[config.mk]
export PLATFORM = sky130hd
export DESIGN_NAME = ifetch_queue
export DESIGN_NICKNAME = d
export VERILOG_FILES = /design/src/rtl/ifetch_queue.sv
export SDC_FILE = /design/constraint.sdc
export NUM_CORES = 1
export LEC_CHECK = 0
export CAP_MARGIN = 25
export CELL_PAD_IN_SITES_DETAIL_PLACEMENT = 0
export CELL_PAD_IN_SITES_GLOBAL_PLACEMENT = 1
export CORE_MARGIN = 2
export CORE_UTILIZATION = 40
export DETAILED_ROUTE_END_ITERATION = 7
export GPL_TIMING_DRIVEN = 0
export PLACE_DENSITY_LB_ADDON = 0.08
export SLEW_MARGIN = 20
export SYNTH_ARGS = -nofsm -noshare
export SYNTH_HDL_FRONTEND = slang
export SYNTH_SLANG_ARGS = --single-unit
export TNS_END_PERCENT = 10
[constraint.sdc]
create_clock -name clk -period 8.55 [get_ports clk]
set_clock_uncertainty 0.2 [all_clocks]
set_input_delay 1.71 -clock clk [delete_from_list [all_inputs] [get_ports clk]]
set_output_delay 1.71 -clock clk [all_outputs]
set_load 0.02 [all_outputs]
[src/rtl/ifetch_queue.sv]
// Instruction fetch sequencer: issues aligned 32-bit reads and feeds 16-bit parcels with their PCs to the decoder.
// Optional macro IFQ_BYPASS_EN: an ack into an empty queue presents its first parcel in the same cycle.
module ifetch_queue #(
    parameter int              RV       = 32,
    parameter int              DEPTH    = 4,
    parameter logic [RV-1:0]   RESET_PC = '0
) (
    input  logic          clk,
    input  logic          reset,
    output logic          fetch_req,
    output logic [RV-1:0] fetch_addr,
    input  logic          fetch_ack,
    input  logic [31:0]   fetch_data,
    input  logic          redirect,
    input  logic [RV-1:0] redirect_pc,
    input  logic          stall,
    output logic [15:0]   ins,
    output logic [RV-1:0] ins_pc,
    output logic          idone,
    output logic [1:0]    dbg_state
);
    localparam int PW = $clog2(DEPTH);
    localparam int CW = $clog2(DEPTH + 1);

    typedef enum logic [1:0] {IDLE = 2'd0, REQ = 2'd1, DROP = 2'd2} state_t;

    state_t          state_q;
    logic [15:0]     mem_q [DEPTH];
    logic [PW-1:0]   rd_ptr_q, wr_ptr_q;
    logic [CW-1:0]   count_q, count_d;
    logic [RV-1:0]   head_pc_q, fetch_addr_q, saved_addr_q;
    logic            fetch_req_q, skip_lo_q;

    logic [RV-1:0]   target;
    logic            ack_push, q_pop, bp_take, space_ok;
    logic [15:0]     first_par, wr0, wr1;
    logic [1:0]      n_push;

    assign target    = redirect_pc & ~RV'(3);
    assign ack_push  = (state_q == REQ) & fetch_ack & ~redirect;
    assign first_par = skip_lo_q ? fetch_data[31:16] : fetch_data[15:0];

    always_comb begin
        n_push = 2'd0;
        if (ack_push) n_push = skip_lo_q ? 2'd1 : 2'd2;
`ifdef IFQ_BYPASS_EN
        // Empty queue: the first returned parcel goes straight to the decoder.
        bp_take = ack_push & (count_q == '0) & ~stall;
        ins     = (ack_push & (count_q == '0)) ? first_par : mem_q[rd_ptr_q];
        idone   = ((count_q != '0) | (ack_push & (count_q == '0))) & ~stall & ~redirect;
`else
        bp_take = 1'b0;
        ins     = mem_q[rd_ptr_q];
        idone   = (count_q != '0) & ~stall & ~redirect;
`endif
        if (bp_take) n_push = n_push - 2'd1;
        wr0 = bp_take ? fetch_data[31:16] : first_par;
        wr1 = fetch_data[31:16];
    end

    assign q_pop    = idone & (count_q != '0);
    assign count_d  = redirect ? '0 : count_q + CW'(n_push) - CW'(q_pop);
    assign space_ok = count_d <= CW'(DEPTH - 2);

    assign fetch_req  = fetch_req_q;
    assign fetch_addr = fetch_addr_q;
    assign ins_pc     = head_pc_q;
    assign dbg_state  = state_q;

    always_ff @(posedge clk or posedge reset) begin
        if (reset) begin
            for (int i = 0; i < DEPTH; i++) mem_q[i] <= '0;
            rd_ptr_q  <= '0;
            wr_ptr_q  <= '0;
            count_q   <= '0;
            head_pc_q <= RESET_PC;
            skip_lo_q <= RESET_PC[1];
        end else if (redirect) begin
            rd_ptr_q  <= '0;
            wr_ptr_q  <= '0;
            count_q   <= '0;
            head_pc_q <= redirect_pc & ~RV'(1);
            skip_lo_q <= redirect_pc[1];
        end else begin
            if (n_push != 2'd0) mem_q[wr_ptr_q] <= wr0;
            if (n_push == 2'd2) mem_q[wr_ptr_q + PW'(1)] <= wr1;
            wr_ptr_q <= wr_ptr_q + PW'(n_push);
            if (q_pop) rd_ptr_q <= rd_ptr_q + PW'(1);
            count_q <= count_d;
            if (idone) head_pc_q <= head_pc_q + RV'(2);
            if (ack_push) skip_lo_q <= 1'b0;
        end
    end

    // A request is only launched with two free slots, so a pending ack can never overflow.
    always_ff @(posedge clk or posedge reset) begin
        if (reset) begin
            state_q      <= IDLE;
            fetch_req_q  <= 1'b0;
            fetch_addr_q <= RESET_PC & ~RV'(3);
            saved_addr_q <= RESET_PC & ~RV'(3);
        end else begin
            case (state_q)
                IDLE: begin
                    if (redirect) begin
                        state_q      <= REQ;
                        fetch_req_q  <= 1'b1;
                        fetch_addr_q <= target;
                    end else if (space_ok) begin
                        state_q     <= REQ;
                        fetch_req_q <= 1'b1;
                    end
                end
                REQ: begin
                    if (redirect) begin
                        if (fetch_ack) begin
                            fetch_addr_q <= target;
                        end else begin
                            state_q      <= DROP;
                            saved_addr_q <= target;
                        end
                    end else if (fetch_ack) begin
                        fetch_addr_q <= fetch_addr_q + RV'(4);
                        if (!space_ok) begin
                            state_q     <= IDLE;
                            fetch_req_q <= 1'b0;
                        end
                    end
                end
                DROP: begin
                    // Stale read still in flight: wait it out, then restart at the redirect target.
                    if (fetch_ack) begin
                        state_q      <= REQ;
                        fetch_addr_q <= redirect ? target : saved_addr_q;
                    end else if (redirect) begin
                        saved_addr_q <= target;
                    end
                end
                default: begin
                    state_q     <= IDLE;
                    fetch_req_q <= 1'b0;
                end
            endcase
        end
    end
endmodule

## Word-level counts from Yosys, hierarchy flattened

Index checks and enable logic that the tools add are counted.

- Register bits after elaboration: 171
- Logic and storage cells: 115
- Bits of input ports: 69
- Output and inout bits: 84

- Bitwise gates (word level): 11
- Add/sub/neg operators: 7
- Mux-type cells: 49
- Reductions and logical operators: 14
- Equal/unequal tests: 15
- Magnitude comparators: 6

Operators with widths:

| operator | number |
|---|---|
| 2-to-1 mux 32 bit | 11 |
| 2-to-1 mux 64 bit | 3 |
| bitwise mux 64 bit | 2 |
| one-hot mux 32 bit (3 select lines) | 1 |
| 2-to-1 mux 16 bit | 5 |
| demux 16 bit (select 2 bit) | 2 |
| one-hot mux 32 bit (2 select lines) | 1 |
| adder 32 x 2 -> 32 bit, second input constant | 1 |
| adder 32 x 3 -> 32 bit, second input constant | 1 |
| binary-select mux 16 bit (select 2 bit) | 1 |
| 2-to-1 mux 2 bit | 12 |
| inequality test 2 bit, second input constant | 8 |
| inequality test 3 bit, second input constant | 4 |
| AND reduction 5 bit | 2 |
| nonzero test 2 bit | 5 |
| >= comparator 3 bit, second input constant | 3 |
| inverter 2 -> 3 bit | 3 |
| AND reduction 4 bit | 2 |
| 2-to-1 mux 1 bit | 7 |
| less-than comparator 3 x 1 -> 1 bit, second input constant | 2 |
| 2-to-1 mux 3 bit | 2 |
| one-hot mux 2 bit (3 select lines) | 1 |
| nonzero test 3 bit | 2 |
| bitwise AND 1 bit | 5 |
| other kinds (11) | 16 |

## Depth between registers and ports, before layout

- Word-level depth: 12
- Depth in mapped cells: 15
- Depth with buffers taken out: 14

## Worst setup path after synthesis

No wires, ideal clock.

- Path kind: input-to-reg
- From: input port redirect
- To: register state_q[0] (netlist: dbg_state[0])
- Path buffers: 4
- Setup time: 125 ps
- Slack: 3572 ps
- Data required time: 8225 ps
- Cell stages on the path: 14
- Data arrival time: 4653 ps
- Cells stage by stage: buf_2 -> buf_1 -> clkbuf_1 -> buf_1 -> nor3_1 -> ha_1 -> inv_1 -> ha_1 -> inv_1 -> fa_1 -> xnor3_1 -> o32a_1 -> a21oi_1 -> mux2_2

- Longest elaborated chain between the ends: 9
- Elaborated cells between the ends (all ways): 17
- Classes of those cells: 2 x add/sub; 1 x order compare; 4 x eq/ne; 5 x mux; 4 x bitwise; 1 x reduce/logical

Ends and longest elaborated chain:

| what | line | source |
|---|---|---|
| from (decl) | 14 | `input logic redirect,` |
| inverter 1 bit | 40, 54 |  |
| bitwise AND 1 bit | 40 | `assign ack_push = (state_q == REQ) & fetch_ack & ~redirect;` |
| 2-to-1 mux 2 bit | 45 | `if (ack_push) n_push = skip_lo_q ? 2'd1 : 2'd2;` |
| adder 3 x 2 -> 3 bit | 62 | `assign count_d = redirect ? '0 : count_q + CW'(n_push) - CW'(q_pop);` |
| subtractor 3 x 1 -> 3 bit | 62 |  |
| 2-to-1 mux 3 bit | 62 |  |
| less-or-equal comparator 3 x 2 -> 1 bit | 63 | `assign space_ok = count_d <= CW'(DEPTH - 2);` |
| inequality test 3 bit (no source line) | n/a |  |
| AND reduction 5 bit (no source line) | n/a |  |
| to (signal assigned) | 98 | `state_q <= IDLE;` |
| to (signal assigned) | 106 | `state_q <= REQ;` |
| to (signal assigned) | 110 | `state_q <= REQ;` |
| to (decl) | 27 | `state_t state_q;` |

Several ways; a longest one is shown, not always the timed one.
A chain may end at the register's enable or synchronous reset.

## Final worst setup path

- From: input port redirect
- To: output port idone

- Longest elaborated chain between the ends: 2

Ends and longest elaborated chain:

| what | line | source |
|---|---|---|
| inverter 1 bit | 54 | `idone = (count_q != '0) & ~stall & ~redirect;` |
| bitwise AND 1 bit | 54 |  |
| to (decl) | 19 | `output logic idone,` |

No other way between the ends.

==> reports/qor.yml <==
timing:
  finalHoldViolCount: 0
  whs_ns: 0.2954
  fin_ws_ns: 2.162
  finalCriticalPeriod_ns: 6.388
  rsz0062_at_grt: "false"
  final.period_utilization_pct: 74.71
  relSlewSlack_pct: 37.27
  fmax_ghz: 0.1565
  finalSetupViolations: 0
  maxSlewViolCount: 0
  tightestPinTransition_ns: 0.9410
die:
  start_util_pct: 41.01
  boundaryPins: 153
  core_um2: 24460
  die_h_um: 162.4
  core.rowCount: 57
  die_w_um: 162.4
  die_area_um2: 26360
grt:
  antenna_found_initial: 0
  grt_usage_pct: 27.28
  grt_overflow: 0
  grt_pass1_wl_um: 55010
  grt_pass1_vias: 9344
  grt_max_degree: 88
critical_path:
  slowest_delay_ns: 0.57
  crit_fanout: 10
  crit_family: "buffers and inverters"
  r2r-end: "dbg_state[0]"
  path_class: "in -> out"
  r2r_slack_ns: 4.91
  r2r_cells: 14
  crit_path_end_kind: "output pin"
  cp_cell_sequence: "clkdlybuf4s50_1, buf_2, buf_1, clkbuf_1, buf_1, nor3_1, clkdlybuf4s50_1"
  required_ns: 6.64
  timing.rr.start: "dbg_state[1]"
  cp.depth: 7
  cp_num_buf_inv: 6
  cp.arrival_ns: 4.48
  cp-start-kind: "primary input"
  worst_path_max_delay_cell: "clkdlybuf4s50_1"
power:
  p_leak_nw: 4.958
  vdd_ir_drop_max_v: 0.0001675
  power.density_nw_per_um2: 311.8
  finalPower_w: 0.003916
drt:
  drc: 0
  drt-total-wl_um: 35820
  first_iter_violations: 667
  vias_per_cell: 6.003
  dr_total_vias: 9515
  route.detailed.wl_per_inst_um: 22.60
  first_pass_iters: 6
  antenna_left: 0
clocking:
  cts_resized: 0
  cts_sinks: 170
  h-tree-depth: 4
  cts_tree: "yes"
  clock_latency_ns: 0.45
  root_buffer: "clkbuf_16"
  clk_pin_slew_ns: 0.07
  post_cts_buffers: 0
  clk_path_buf_depth: 2
  numCtsBuffers: 17
  cts_hold_buf: 0
worst_hold_path:
  hold_class: "reg -> reg"
  min_from: "mem_q[51]"
  hold_depth: 1
  holdPathEnd: "mem_q[51]"
yosys:
  yosys_warnings: 0
  synth_seq_cells: 170
  synth-seq-area-share_pct: 42.40
  synth_edf_count: 0
  yosys_most_used_dff: "dfrtp_1"
  syn_inst: 1078
  synth.avg_cell_area_um2: 9.306
  synth_top_cell_by_area: "dfrtp_1"
  syn_area_um2: 10030
  yosys.cell_types.count: 69
  async_flop_share_pct: 100.0
  synth_nets: 1159
  synth_area_leaders: "dfrtp_1, o21ai_0, nand2_1, mux2_2, mux4_2"
  yosysTopAreaCellShare_pct: 42.40
placed_design:
  gp_congestion: 0.8665
  pre_cts_slack_ns: 2.133
  placed_area_um2: 11970
  dp_hpwl_um: 25900
  port_buffers: 150
job:
  cap_violations: 0
cells_and_area:
  design_area_um2: 12560
  post-route-util_pct: 51.35
  final_common_cell: "dfrtp_1"
  final_cell_mix: "dfrtp_1, clkdlybuf4s50_1, nand2_1, o21ai_0, nor2_1"
  area_growth_pct: 25.21
  layout-drive-gt1-share_pct: 9.437
  n_fill_cell: 2308
  nNetsFinal: 1329
  n_antenna_cell: 0
outcome:
  status: "complete, no violations"
final cells by class:
class / count / area [µm²] / area share, %
multi-input cells: 793 / 5318 / 42.33
plain buffers: 83 / 340.3 / 2.709
repair buffers: 151 / 1529 / 12.17
clock buffers: 18 / 429.2 / 3.417
inverters: 32 / 127.6 / 1.016
clock inverters: 14 / 157.7 / 1.255
flip-flops and latches: 170 / 4254 / 33.87
well taps: 324 / 405.4 / 3.227
flip-flops by register name, summed over array words and instances, names as in the netlist:
signal and flops:
count_q 3, ins_pc 31, wr_ptr_q 2, fetch_addr 32, fetch_req 1, dbg_state 2
skip_lo_q 1, mem_q 64, saved_addr_q 32, rd_ptr_q 2
cell families after synthesis:
logic type | after synthesis | share of synthesized area (%)
buf+inv | 115 | 4.590
other cells | 1 | 0.03738
compound gates | 362 | 23.30
flops | 170 | 42.40
simple gates | 311 | 15.27
mux | 69 | 9.379
fa+ha+maj | 12 | 1.571
xor+xnor | 38 | 3.455
cells in the mapped netlist, types with 4 or more instances:
master and count:
a22o_1 6, ha_1 11, mux2_2 40, o21ai_0 112
nor3_1 16, and3_1 10, o221ai_1 11, o31a_1 4
a22oi_1 16, nand3b_1 8, o22a_1 7, xor2_1 28
o22ai_1 52, dfrtp_1 170, nand2_1 124, a31oi_1 16
o31ai_1 11, nor2_1 59, buf_2 20, a211oi_1 4
buf_1 8, nor2b_1 13, nand4_1 18, and2_1 7
a221oi_1 27, mux4_2 16, a21o_1 10, mux2i_1 13
inv_1 31, o21a_1 8, xnor2_1 9, a21oi_1 50
nand2b_1 5, clkbuf_1 54, nand3_1 30
worst max path at each step:
stage	from	to	slack, ns
after floorplan	reset	count_q[0]	2.04
after global placement	reset	saved_addr_q[16]	-0.80
after detailed placement	redirect	idone	2.13
after CTS	redirect	idone	2.14
after global routing	redirect	idone	1.99
final	redirect	idone	2.16
stage by stage:
step / setup TNS, ns / std cells
after floorplan: 0 / 1078
after global placement: -134.00 / 1552
after detailed placement: 0 / 1553
after CTS: 0 / 1585
after global routing: 0 / 1585
final: 0 / 1585
report_power, final:
group / switching (W) / internal (W) / total (W)
clock: 0.000372 / 0.000437 / 0.000809
sequential: 0.000231 / 0.00105 / 0.00129
combinational: 0.00103 / 0.000794 / 0.00182
worst register-to-register path: cells and delay by family (launching register included):
family | cells | cell delay [ns]
AO/OA/AOI/OAI | 2 | 0.53
buffers and inverters | 5 | 0.54
AND/OR/NAND/NOR | 1 | 0.23
XOR/XNOR | 1 | 0.23
multiplexers | 1 | 0.34
flip-flops | 1 | 0.43
adder cells (fa/ha/maj) | 4 | 1.04
per-layer routing:
metal	GRT usage (%)	share of wire, %	vias up
met1	35.03	41	4730
met5	0	0	-
met2	46.40	50	368
met3	4.074	5.8	57
li1	-	-	4360
met4	10.98	3.1	0
Power figures use the tool's default switching activity.
==> RTL edit: new RTL, config.mk and constraints unchanged <==
Make the reset (`reset`) synchronous in 2 clocked blocks.
--- a/src/rtl/ifetch_queue.sv
+++ b/src/rtl/ifetch_queue.sv
@@ -68,5 +68,5 @@
     assign dbg_state  = state_q;
 
-    always_ff @(posedge clk or posedge reset) begin
+    always_ff @(posedge clk) begin
         if (reset) begin
             for (int i = 0; i < DEPTH; i++) mem_q[i] <= '0;
@@ -94,5 +94,5 @@
 
     // A request is only launched with two free slots, so a pending ack can never overflow.
-    always_ff @(posedge clk or posedge reset) begin
+    always_ff @(posedge clk) begin
         if (reset) begin
             state_q      <= IDLE;
Behaviour: differs if reset is asserted again (counterexample within 4 cycles, from zero or initial values and one cycle with reset high); with reset held inactive, the same outputs for 4 cycles.
==> RTL edit against the unedited design <==
  * Synthesized area shrank 1.3%
  * Routed wire length increased by 6.2%
  * Largest power group is now sequential cells
  * Sequential power fell by 19%
  * Setup slack better by 0.19 ns
  * Total power shrank 29%
  * Sequential cell count rose by 2
  * Final area is 0.53% lower
  * Core utilization is essentially flat
  * Register-to-register slack lost 1.0 ns
  * Highest routed layer unchanged
  * Non-clock buffer count rose by 20
==> RTL edit: results (changes against the unedited design) <==
Syn Nets 1268 (+9.4%); Netlist cell types 74 (+7.2%); nets 1443 (+8.6%); Post-synth EDFFs 64 (+64); CTS max path bufs 2 (unchanged); post-place setup slack 2.40 ns (+0.267 ns); vias in the first global route 9725 (+4.1%); CTS clk-pin slew, worst paths 0.07 ns (about the same); WL/cell 22.4 um (-0.92%); CP max FO 10 (unchanged); VDD IR max 0.147 mV (-12%); initial antenna violation count 0 (unchanged); DP HPWL 27.7 mm (+6.8%); Leakage 4.24 nW (-14%); Worst Hold Class reg2reg; Port Buffers 149 (-0.67%); number of buffers created by CTS 17 (unchanged); top_reg_cell synth dfxtp_1; status completed; layout cells sized above 1 0.0625 (-0.0318); Most flops, register mem_q; Pre-antenna DRT Iters 5 (-1); top cells by count, synth 201 x nand2_1, 126 x nor2_1, 109 x a21oi_1, 108 x dfxtp_1, 80 x clkbuf_1; number of flip-flops under the largest register name 64 (unchanged); Yosys Warn Count 0 (unchanged); CTS Root Cell clkbuf_16; final setup fails 0 (unchanged); GRT Total Usage 0.289 (+0.0166); crit path DAT 4.29 ns (-0.19 ns); top cells by area, synth dfxtp_1 22%, edfxtp_1 19%, nand2_1 7.6%; Worst-Margin Slew 0.994 ns (+0.0534 ns); Post-synth ARST share 0 (-1.00); setup bufs post-CTS 0 (unchanged); routability cong. 0.902 (+4.1%); n_diodes 0 (unchanged); Post-CTS Resized 0 (unchanged); crit path max-delay cell type buf_1; DP Area 0.0119 sq mm (-0.60%); H-Tree Depth 4 (unchanged); grt ovf 0 (unchanged); crit-path max cell delay 0.58 ns; DR iter-0 viols 882 (+32%); later-pin clock latency in the skew report 0.44 ns; DR vias/cell 5.99 (-0.22%); largest net degree at the start of global routing 17 (-81%); post-synthesis sequential area ratio 0.413 (-0.0115); first-pass GRT wire length 57.6 mm (+4.7%)
-- RTL edit: changes by cell type in the layout (fill, tap and decap cells not counted), sizes merged, moves of 42 or more --
cell and delta:
edfxtp +64, a21oi +59, nand2 +77, nor2 +67, dfxtp +108, o22ai -48
dfrtp -170, o21ai -62, a31oi +42
-- RTL edit: metrics by stage --
| step | util | std cells |
|---|---|---|
| detailed placement | 0.489 | 1666 |
| floorplan | - | 1187 |
| global route | 0.514 | 1699 |
| CTS | 0.514 | 1698 |
| global placement | 0.485 | 1660 |
| finish | 0.514 | 1699 |
-- RTL edit: layout make-up --
cell class / instances / area, sq um
well taps: 324 / 405
inverters: 31 / 116
repair buffers: 156 / 1570
multi-input cells: 886 / 5350
clock inverters: 15 / 161
clock buffers: 17 / 425
plain buffers: 98 / 385
flip-flops and latches: 172 / 4080
fillers: 2336 / 11800
-- RTL edit: where the power goes --
| group | switching [mW] | internal (mW) |
|---|---|---|
| clock network | 0.360 | 0.437 |
| registers | 0.102 | 0.944 |
| logic | 0.588 | 0.364 |
-- RTL edit: worst max-delay path, delay by kind of cell --
kind                   cells  cell delay [ns]
buffers and inverters      5             2.45
AND/OR/NAND/NOR            1             0.11
-- RTL edit: path summary, 6_finish.rpt --
check                                       end            start  slack (ns)  depth (start not counted)
worst max-delay path                      idone         redirect        2.35                          6
worst min-delay path            saved_addr_q[5]  saved_addr_q[5]        0.26                          2
worst max register to register     dbg_state[0]     dbg_state[1]        3.89                         15
worst min register to register  saved_addr_q[5]  saved_addr_q[5]        0.26                          2
-- RTL edit: cell families (layout without fill, tap and decap cells) --
group	count (synthesis)	in the layout	share of synthesized area
other	1	1	0.000379
xor gates and xnor gates	36	36	0.0332
adders and majority gates	12	12	0.0159
AOI/OAI and AO/OA	344	344	0.226
DFF	172	172	0.413
and+or+nand+nor	468	468	0.216
muxes	25	25	0.0459
buffers and inverters	129	317	0.0507
-- RTL edit: per-layer routing --
layer	up-vias	routed length, um	track usage
li1	4710	-	-
met1	4893	15400	0.366
met2	489	18800	0.502
met3	85	2530	0.0367
met4	0	1290	0.115
met5	-	0	0
